**config.mk**
```make
export PLATFORM = sky130hd
export DESIGN_NAME = gpr_wb_arbiter
export DESIGN_NICKNAME = d
export VERILOG_FILES = /design/src/rtl/gpr_wb_arbiter.sv
export SDC_FILE = /design/constraint.sdc
export NUM_CORES = 1
export LEC_CHECK = 0
export ABC_CLOCK_PERIOD_IN_PS = 3800
export CORE_ASPECT_RATIO = 0.6
export CORE_MARGIN = 2
export CORE_UTILIZATION = 40
export CTS_BUF_LIST = sky130_fd_sc_hd__clkbuf_16
export CTS_CLUSTER_DIAMETER = 40
export CTS_CLUSTER_SIZE = 16
export DETAILED_ROUTE_END_ITERATION = 8
export PLACE_DENSITY = 0.75
export SLEW_MARGIN = 20
export SYNTH_ARGS = -nofsm -noshare
export SYNTH_HDL_FRONTEND = slang
export SYNTH_SLANG_ARGS = --single-unit
```
**constraint.sdc**
```tcl
create_clock -name clk -period 3.8 [get_ports clk]
set_input_delay 0.76 -clock clk [delete_from_list [all_inputs] [get_ports clk]]
set_output_delay 0.76 -clock clk [all_outputs]
set_load 0.1 [all_outputs]
```
**src/rtl/gpr_wb_arbiter.sv**
```systemverilog
// Arbitrates the single GPR write port between the pipeline writeback (priority)
// and a small FIFO of long-latency results, tracking outstanding results in a scoreboard.
module gpr_wb_arbiter #(
   parameter int FIFO_DEPTH   = 2,
   parameter int STARVE_LIMIT = 4
) (
   input  logic        clk,
   input  logic        rst_n,
   input  logic        p_wr,
   input  logic [4:0]  p_waddr,
   input  logic [31:0] p_wd,
   input  logic        m_valid,
   output logic        m_ready,
   input  logic [4:0]  m_waddr,
   input  logic [31:0] m_wd,
   input  logic        alloc_en,
   input  logic [4:0]  alloc_addr,
   input  logic [4:0]  chk_addr0,
   input  logic [4:0]  chk_addr1,
   output logic        chk_busy,
   output logic        stall_req,
   output logic        gpr_wr,
   output logic [4:0]  gpr_waddr,
   output logic [31:0] gpr_wd,
   output logic [31:0] pend_mask
);

   localparam int PW = $clog2(FIFO_DEPTH);
   localparam int CW = PW + 1;
   localparam int SW = $clog2(STARVE_LIMIT + 1);

   logic [4:0]    fifo_addr_q [FIFO_DEPTH];
   logic [4:0]    fifo_addr_d [FIFO_DEPTH];
   logic [31:0]   fifo_data_q [FIFO_DEPTH];
   logic [31:0]   fifo_data_d [FIFO_DEPTH];
   logic [PW-1:0] wr_ptr_q, wr_ptr_d;
   logic [PW-1:0] rd_ptr_q, rd_ptr_d;
   logic [CW-1:0] count_q, count_d;
   logic [SW-1:0] starve_cnt_q, starve_cnt_d;
   logic          stall_req_q, stall_req_d;
   logic          gpr_wr_q, gpr_wr_d;
   logic [4:0]    gpr_waddr_q, gpr_waddr_d;
   logic [31:0]   gpr_wd_q, gpr_wd_d;
   logic          clr_pend_q, clr_pend_d;
   logic [4:0]    clr_addr_q, clr_addr_d;
   logic [31:0]   pend_mask_q, pend_mask_d;

   logic          push;
   logic          pop;
   logic          fifo_empty;
   logic [4:0]    head_addr;
   logic [31:0]   head_data;

   assign m_ready    = (count_q != CW'(FIFO_DEPTH));
   assign fifo_empty = (count_q == '0);
   assign push       = m_valid && m_ready;
   assign pop        = !p_wr && !fifo_empty;
   assign head_addr  = fifo_addr_q[rd_ptr_q];
   assign head_data  = fifo_data_q[rd_ptr_q];

   assign chk_busy  = ((chk_addr0 != 5'd0) && pend_mask_q[chk_addr0]) ||
                      ((chk_addr1 != 5'd0) && pend_mask_q[chk_addr1]);
   assign stall_req = stall_req_q;
   assign gpr_wr    = gpr_wr_q;
   assign gpr_waddr = gpr_waddr_q;
   assign gpr_wd    = gpr_wd_q;
   assign pend_mask = pend_mask_q;

   always_comb begin
      fifo_addr_d = fifo_addr_q;
      fifo_data_d = fifo_data_q;
      wr_ptr_d    = wr_ptr_q;
      rd_ptr_d    = rd_ptr_q;
      count_d     = count_q;
      if (push) begin
         fifo_addr_d[wr_ptr_q] = m_waddr;
         fifo_data_d[wr_ptr_q] = m_wd;
         wr_ptr_d              = wr_ptr_q + PW'(1);
      end
      if (pop) begin
         rd_ptr_d = rd_ptr_q + PW'(1);
      end
      case ({push, pop})
         2'b10:   count_d = count_q + CW'(1);
         2'b01:   count_d = count_q - CW'(1);
         default: count_d = count_q;
      endcase
   end

   // Pipeline always wins; the buffered result only drains on otherwise idle cycles.
   always_comb begin
      gpr_wr_d    = 1'b0;
      gpr_waddr_d = gpr_waddr_q;
      gpr_wd_d    = gpr_wd_q;
      clr_pend_d  = 1'b0;
      clr_addr_d  = clr_addr_q;
      if (p_wr) begin
         gpr_wr_d    = 1'b1;
         gpr_waddr_d = p_waddr;
         gpr_wd_d    = p_wd;
      end else if (pop) begin
         gpr_wr_d    = 1'b1;
         gpr_waddr_d = head_addr;
         gpr_wd_d    = head_data;
         clr_pend_d  = 1'b1;
         clr_addr_d  = head_addr;
      end
   end

   always_comb begin
      starve_cnt_d = starve_cnt_q;
      if (pop || fifo_empty) begin
         starve_cnt_d = '0;
      end else if (starve_cnt_q < SW'(STARVE_LIMIT)) begin
         starve_cnt_d = starve_cnt_q + SW'(1);
      end
      stall_req_d = (starve_cnt_d >= SW'(STARVE_LIMIT));
   end

   // The clear lands together with the register-file commit; a same-edge allocate wins.
   always_comb begin
      pend_mask_d = pend_mask_q;
      if (clr_pend_q) begin
         pend_mask_d[clr_addr_q] = 1'b0;
      end
      if (alloc_en && (alloc_addr != 5'd0)) begin
         pend_mask_d[alloc_addr] = 1'b1;
      end
   end

   always_ff @(posedge clk or negedge rst_n) begin
      if (!rst_n) begin
         for (int i = 0; i < FIFO_DEPTH; i++) begin
            fifo_addr_q[i] <= '0;
            fifo_data_q[i] <= '0;
         end
         wr_ptr_q     <= '0;
         rd_ptr_q     <= '0;
         count_q      <= '0;
         starve_cnt_q <= '0;
         stall_req_q  <= 1'b0;
         gpr_wr_q     <= 1'b0;
         gpr_waddr_q  <= '0;
         gpr_wd_q     <= '0;
         clr_pend_q   <= 1'b0;
         clr_addr_q   <= '0;
         pend_mask_q  <= '0;
      end else begin
         fifo_addr_q  <= fifo_addr_d;
         fifo_data_q  <= fifo_data_d;
         wr_ptr_q     <= wr_ptr_d;
         rd_ptr_q     <= rd_ptr_d;
         count_q      <= count_d;
         starve_cnt_q <= starve_cnt_d;
         stall_req_q  <= stall_req_d;
         gpr_wr_q     <= gpr_wr_d;
         gpr_waddr_q  <= gpr_waddr_d;
         gpr_wd_q     <= gpr_wd_d;
         clr_pend_q   <= clr_pend_d;
         clr_addr_q   <= clr_addr_d;
         pend_mask_q  <= pend_mask_d;
      end
   end

endmodule

```
* Yosys cells after proc, flatten, opt, wreduce, memory -nomap -nowiden *
Cells that the tools add are included.

storage, ports and cells
  register bits after elaboration = 158
  input port bits = 94
  output and inout port bits = 73
  logic and storage cells = 91

cells by class
  add/sub/neg operators = 5
  $lt $le $gt $ge = 11
  eq/ne operators = 3
  muxes and demuxes = 32
  bitwise gates (word level) = 6
  reductions and logical operators = 19

operators with widths
  cell                   count
  $mux W32               8
  $bwmux W64             1
  $and A32 B32 Y32       1
  $demux W32 S1          1
  $not A32 Y32           1
  $or A32 B32 Y32        1
  $mux W5                6
  $lt A5 B6 Y1 const B   4
  $reduce_bool A5 Y1     3
  $bmux W1 S5            2
  $bwmux W10             1
  $demux W1 S5           2
  $ge A5 B1 Y1 const B   2
  $logic_and A1 B1 Y1    8
  $mux W1                7
  $mux W3                2
  $demux W5 S1           1
  $ge A2 B2 Y1 const B   2
  $not A1 Y2             2
  $pmux W2 S2            1
  $reduce_bool A2 Y1     2
  $add A3 B1 Y3 const B  1
  $ge A3 B3 Y1 const B   1
  $lt A3 B3 Y1 const B   1
  other kinds (12)       15

* Logic depth before layout (Yosys ltp) *
  word-level depth = 9
  gate-level depth with buffers = 9
  mapped depth without buffers = 7

* Worst setup path before layout *
No wires, ideal clock.

  path type = input port to output port
  start = input chk_addr0[2]
  end = output chk_busy
  arrival time = 2.426 ns
  data required time = 3.040 ns
  path slack = 0.614 ns
  stages = 6
  path buffers = 1
  path through = buf_6 mux4_2 mux2_2 a21oi_2 o21ai_1 a211o_1

on the way
  cells in the longest elaborated chain, start to end = 4
  elaborated cells between the ends (all ways) = 5
  those cells by class = mux (2); reduce/logical (3)

ends and longest elaborated chain
  item                           line  text
  start, declared                18    input logic [4:0] chk_addr0,
  $bmux W1 S5                    61    assign chk_busy = ((chk_addr0 != 5'd0) && pend_mask_q[chk_addr0]) ||
  $mux W1 (not written as such)  61
  $logic_and A1 B1 Y1 *          61
  $logic_or A1 B1 Y1 *           61
  end, declared                  20    output logic chk_busy,

Every way passes the cells marked *; elsewhere a longest branch is shown, timed or not. The select of a mux whose other input is x is not followed.

* Worst setup path after layout *
  start = input chk_addr1[0]
  end = output chk_busy

on the way
  cells in the longest elaborated chain, start to end = 4
  elaborated cells between the ends (all ways) = 5
  those cells by class = mux (2); reduce/logical (3)

ends and longest elaborated chain
  item                           line  text
  start, declared                19    input logic [4:0] chk_addr1,
  $bmux W1 S5                    62    ((chk_addr1 != 5'd0) && pend_mask_q[chk_addr1]);
  $mux W1 (not written as such)  62
  $logic_and A1 B1 Y1 *          62
  $logic_or A1 B1 Y1 *           61

Marked as above.

==> qor.csv <==
stage;metric;value;unit
placed_design;Post-Place Cells;1000;
placed_design;gpl congestion;0.961;
cts;number of buffers added for setup after CTS;0;
die;I/O pin count;167;
cells_and_area;Finished Layout Cells;1032;
detailed_routing;vias per cell;5.27;
critical_path;crit path kind;in2out;
cells_and_area;number of diodes;0;
detailed_routing;Post-route DRC;0;
die;Core ar.;0.0174;mm^2
detailed_routing;drt first pass iters;5;
die;die area;0.0191;mm^2
critical_path;Slowest Stage Delay on Critical Path;0.68;ns
timing;fmax;280;MHz
placed_design;placed wire-length estimate;13100;um
timing;Final Max Slew Viols;0;
die;Die W;177;um
die;starting density of the core;0.415;
critical_path;Critical Path AT;2.81;ns
cts;Clock Latency Late Sink;0.41;ns
timing;# setup viols final;0;
critical_path;data required time of the critical path;3.04;ns
grt;first-pass GRT wire length;29500;um
timing;Worst Max-Slew Pin Slew;1.04;ns
cts;htree depth;4;
timing;Final Cycle Share;0.939;
detailed_routing;via count;5437;
die;number of placement rows;37;
yosys;Mapped Avg Cell Area;11.5;um^2
run;Max Cap Violations;0;
grt;grt total ovfl;0;
critical_path;crit end category;primary output;
yosys;Netlist cell types;37;
grt;largest net degree at the start of global routing;78;
timing;Clock Skews;0.0131;ns
yosys;EDFF count, synth;0;
yosys;async set-reset flop share out of synthesis;1.00;
critical_path;crit start category;primary input;
yosys;Seq/Total Area, Yosys;0.545;
die;Die Ht;108;um
placed_design;buffers added on ports;166;
yosys;mapped cell area;0.00720;mm^2
cts;Post-CTS Hold Fix Bufs;0;
critical_path;CP cell instances;clkdlybuf4s50_1, mux4_2, o2111ai_1, nand4_1, a211o_1, buf_12;
timing;min Tclk post-route;3.57;ns
yosys;Syn. warnings;0;
grt;number of global-route vias before repair;5455;
detailed_routing;total wire length;18600;um
cts;Resized cells post-CTS;0;
yosys;Primary FF master, synth;dfrtp_1;
detailed_routing;Iteration-0 DRC Markers;318;
cts;clk buf depth;2;
cells_and_area;Fillers;1483;
timing;Max transition margin;0.307;
status;outcome;completed;
cells_and_area;share of cells above drive strength 1;0.162;
cells_and_area;Synth-to-Final Area Change;35.0;%
worst_hold_path;Hold WC Path Type;in2async;
detailed_routing;ANT nets after route;0;
cells_and_area;nets@finish;881;
cts;Worst-path clk slew;0.06;ns
yosys;Synth Register Bits;157;
cts;Sink Count;157;
cts;CTS tree;built;
cts;Clk Tree Root Cell;clkbuf_16;
yosys;Mapped Cells;624;
critical_path;worst-path fanout max;6;
timing;final setup TNS;0;ns
detailed_routing;WL/cell;18.0;um
timing;final hold vios;0;
critical_path;Worst path slowest cell;clkdlybuf4s50_1;
timing;hold slack;0.361;ns
grt;antenna violations before repair;0;
yosys;Syn Nets;720;
grt;Total GRT Usage;0.200;
cts;TritonCTS buffer count;17;
timing;RSZ-0062 raised after global routing;false;
-- metal layers --
metal | wire length, um | track usage | vias up | part of all wire
li1 | - | - | 2556 | -
met3 | 1770 | 0.0679 | 10 | 0.095
met2 | 7960 | 0.296 | 193 | 0.43
met1 | 8760 | 0.283 | 2678 | 0.47
met5 | 0 | 0 | - | 0
met4 | 107 | 0.0466 | 0 | 0.0058
-- registers in the layout, summed over array words and instances, names as in the netlist --
signal / flops
fifo_addr_q: 10
starve_cnt_q: 2
gpr_wr: 1
rd_ptr_q: 1
clr_pend_q: 1
clr_addr_q: 5
gpr_wd: 32
gpr_waddr: 5
stall_req: 1
count_q: 2
wr_ptr_q: 1
fifo_data_q: 64
pend_mask: 32
-- stage by stage --
step	setup slack [ns]	instance area [um^2]	utilization
final	0.232	9730	0.560
after global routing	0.103	9730	0.560
after CTS	0.0743	9720	0.560
after detailed placement	0.0764	9100	0.524
after global placement	0.0701	9100	0.524
after floorplan	0.614	7200	-
-- logic make-up after synthesis --
kind of cell    synth area share
simple gates              0.0815
buf+inv                   0.0276
compound gates             0.113
fa+ha+maj                0.00347
mux                        0.222
xor+xnor                 0.00730
flops                      0.545
-- worst paths after layout --
check | from | endpoint | slack [ns] | cells past startpoint
worst max-delay path | chk_addr1[0] | chk_busy | 0.23 | 6
worst min-delay path | rst_n | gpr_wd[27] | 0.36 | 1
worst max register to register | count_q[0] | count_q[1] | 1.66 | 6
worst min register to register | fifo_data_q[56] | fifo_data_q[56] | 0.49 | 1
max in group asynchronous | rst_n | pend_mask[5] | 2.61 | 2
min in group clk | fifo_data_q[56] | fifo_data_q[56] | 0.49 | 1
-- final cells by class --
class                      count  area, um^2  share of cell area
sequential                   157        3930               0.404
clock inverter                15         196              0.0202
timing repair buffer         179        1780               0.183
clock buffer                  17         425              0.0437
tap                          234         293              0.0301
inverter                       3        11.3             0.00116
multi-input combinational    427        3090               0.318
-- worst max-delay path: cells and delay by family --
kind	cells	cell delay, ns
AOI/OAI and AO/OA	2	0.50
buffers and inverters	2	0.86
muxes	1	0.59
and+or+nand+nor	1	0.10
-- synth_stat cells, types with 9 or more instances --
cell type  instances  area (um^2)
o21ai_0           91          455
nand3b_1          11         82.6
mux2_1            10          113
nor2_1            44          165
clkbuf_1          21         78.8
mux4_2            10          225
dfrtp_1          157         3930
mux2i_1           45          450
o21ai_1           20          100
buf_2              9         45.0
mux2_2            65          732
nand2_1           54          203
a21oi_1           34          170
-- cells in the final DEF (no fill, tap or decap), types with 2 or more instances in the layout --
| master | count |
|---|---|
| mux4_2 | 10 |
| clkbuf_16 | 17 |
| bufinv_16 | 4 |
| mux4_1 | 3 |
| o21ai_0 | 91 |
| xor2_1 | 2 |
| nand2b_1 | 3 |
| nand2_1 | 54 |
| o2111ai_1 | 2 |
| or3_1 | 4 |
| mux2_1 | 10 |
| mux2i_1 | 45 |
| dfrtp_1 | 156 |
| inv_1 | 4 |
| ha_1 | 2 |
| nor2_1 | 43 |
| o21ai_1 | 20 |
| or3b_1 | 2 |
| nand3b_1 | 11 |
| a31oi_1 | 3 |
| clkdlybuf4s50_1 | 161 |
| or3b_2 | 2 |
| nand3_1 | 4 |
| buf_4 | 13 |
| nand4_1 | 2 |
| clkinv_2 | 3 |
| clkinv_4 | 3 |
| xnor2_1 | 4 |
| mux2_2 | 65 |
| buf_12 | 2 |
| nor2_4 | 2 |
| a21oi_1 | 34 |
Power is left out: the tool's default activity adds up to more than one toggle a clock period on the data nets, which glitch-free logic cannot reach.
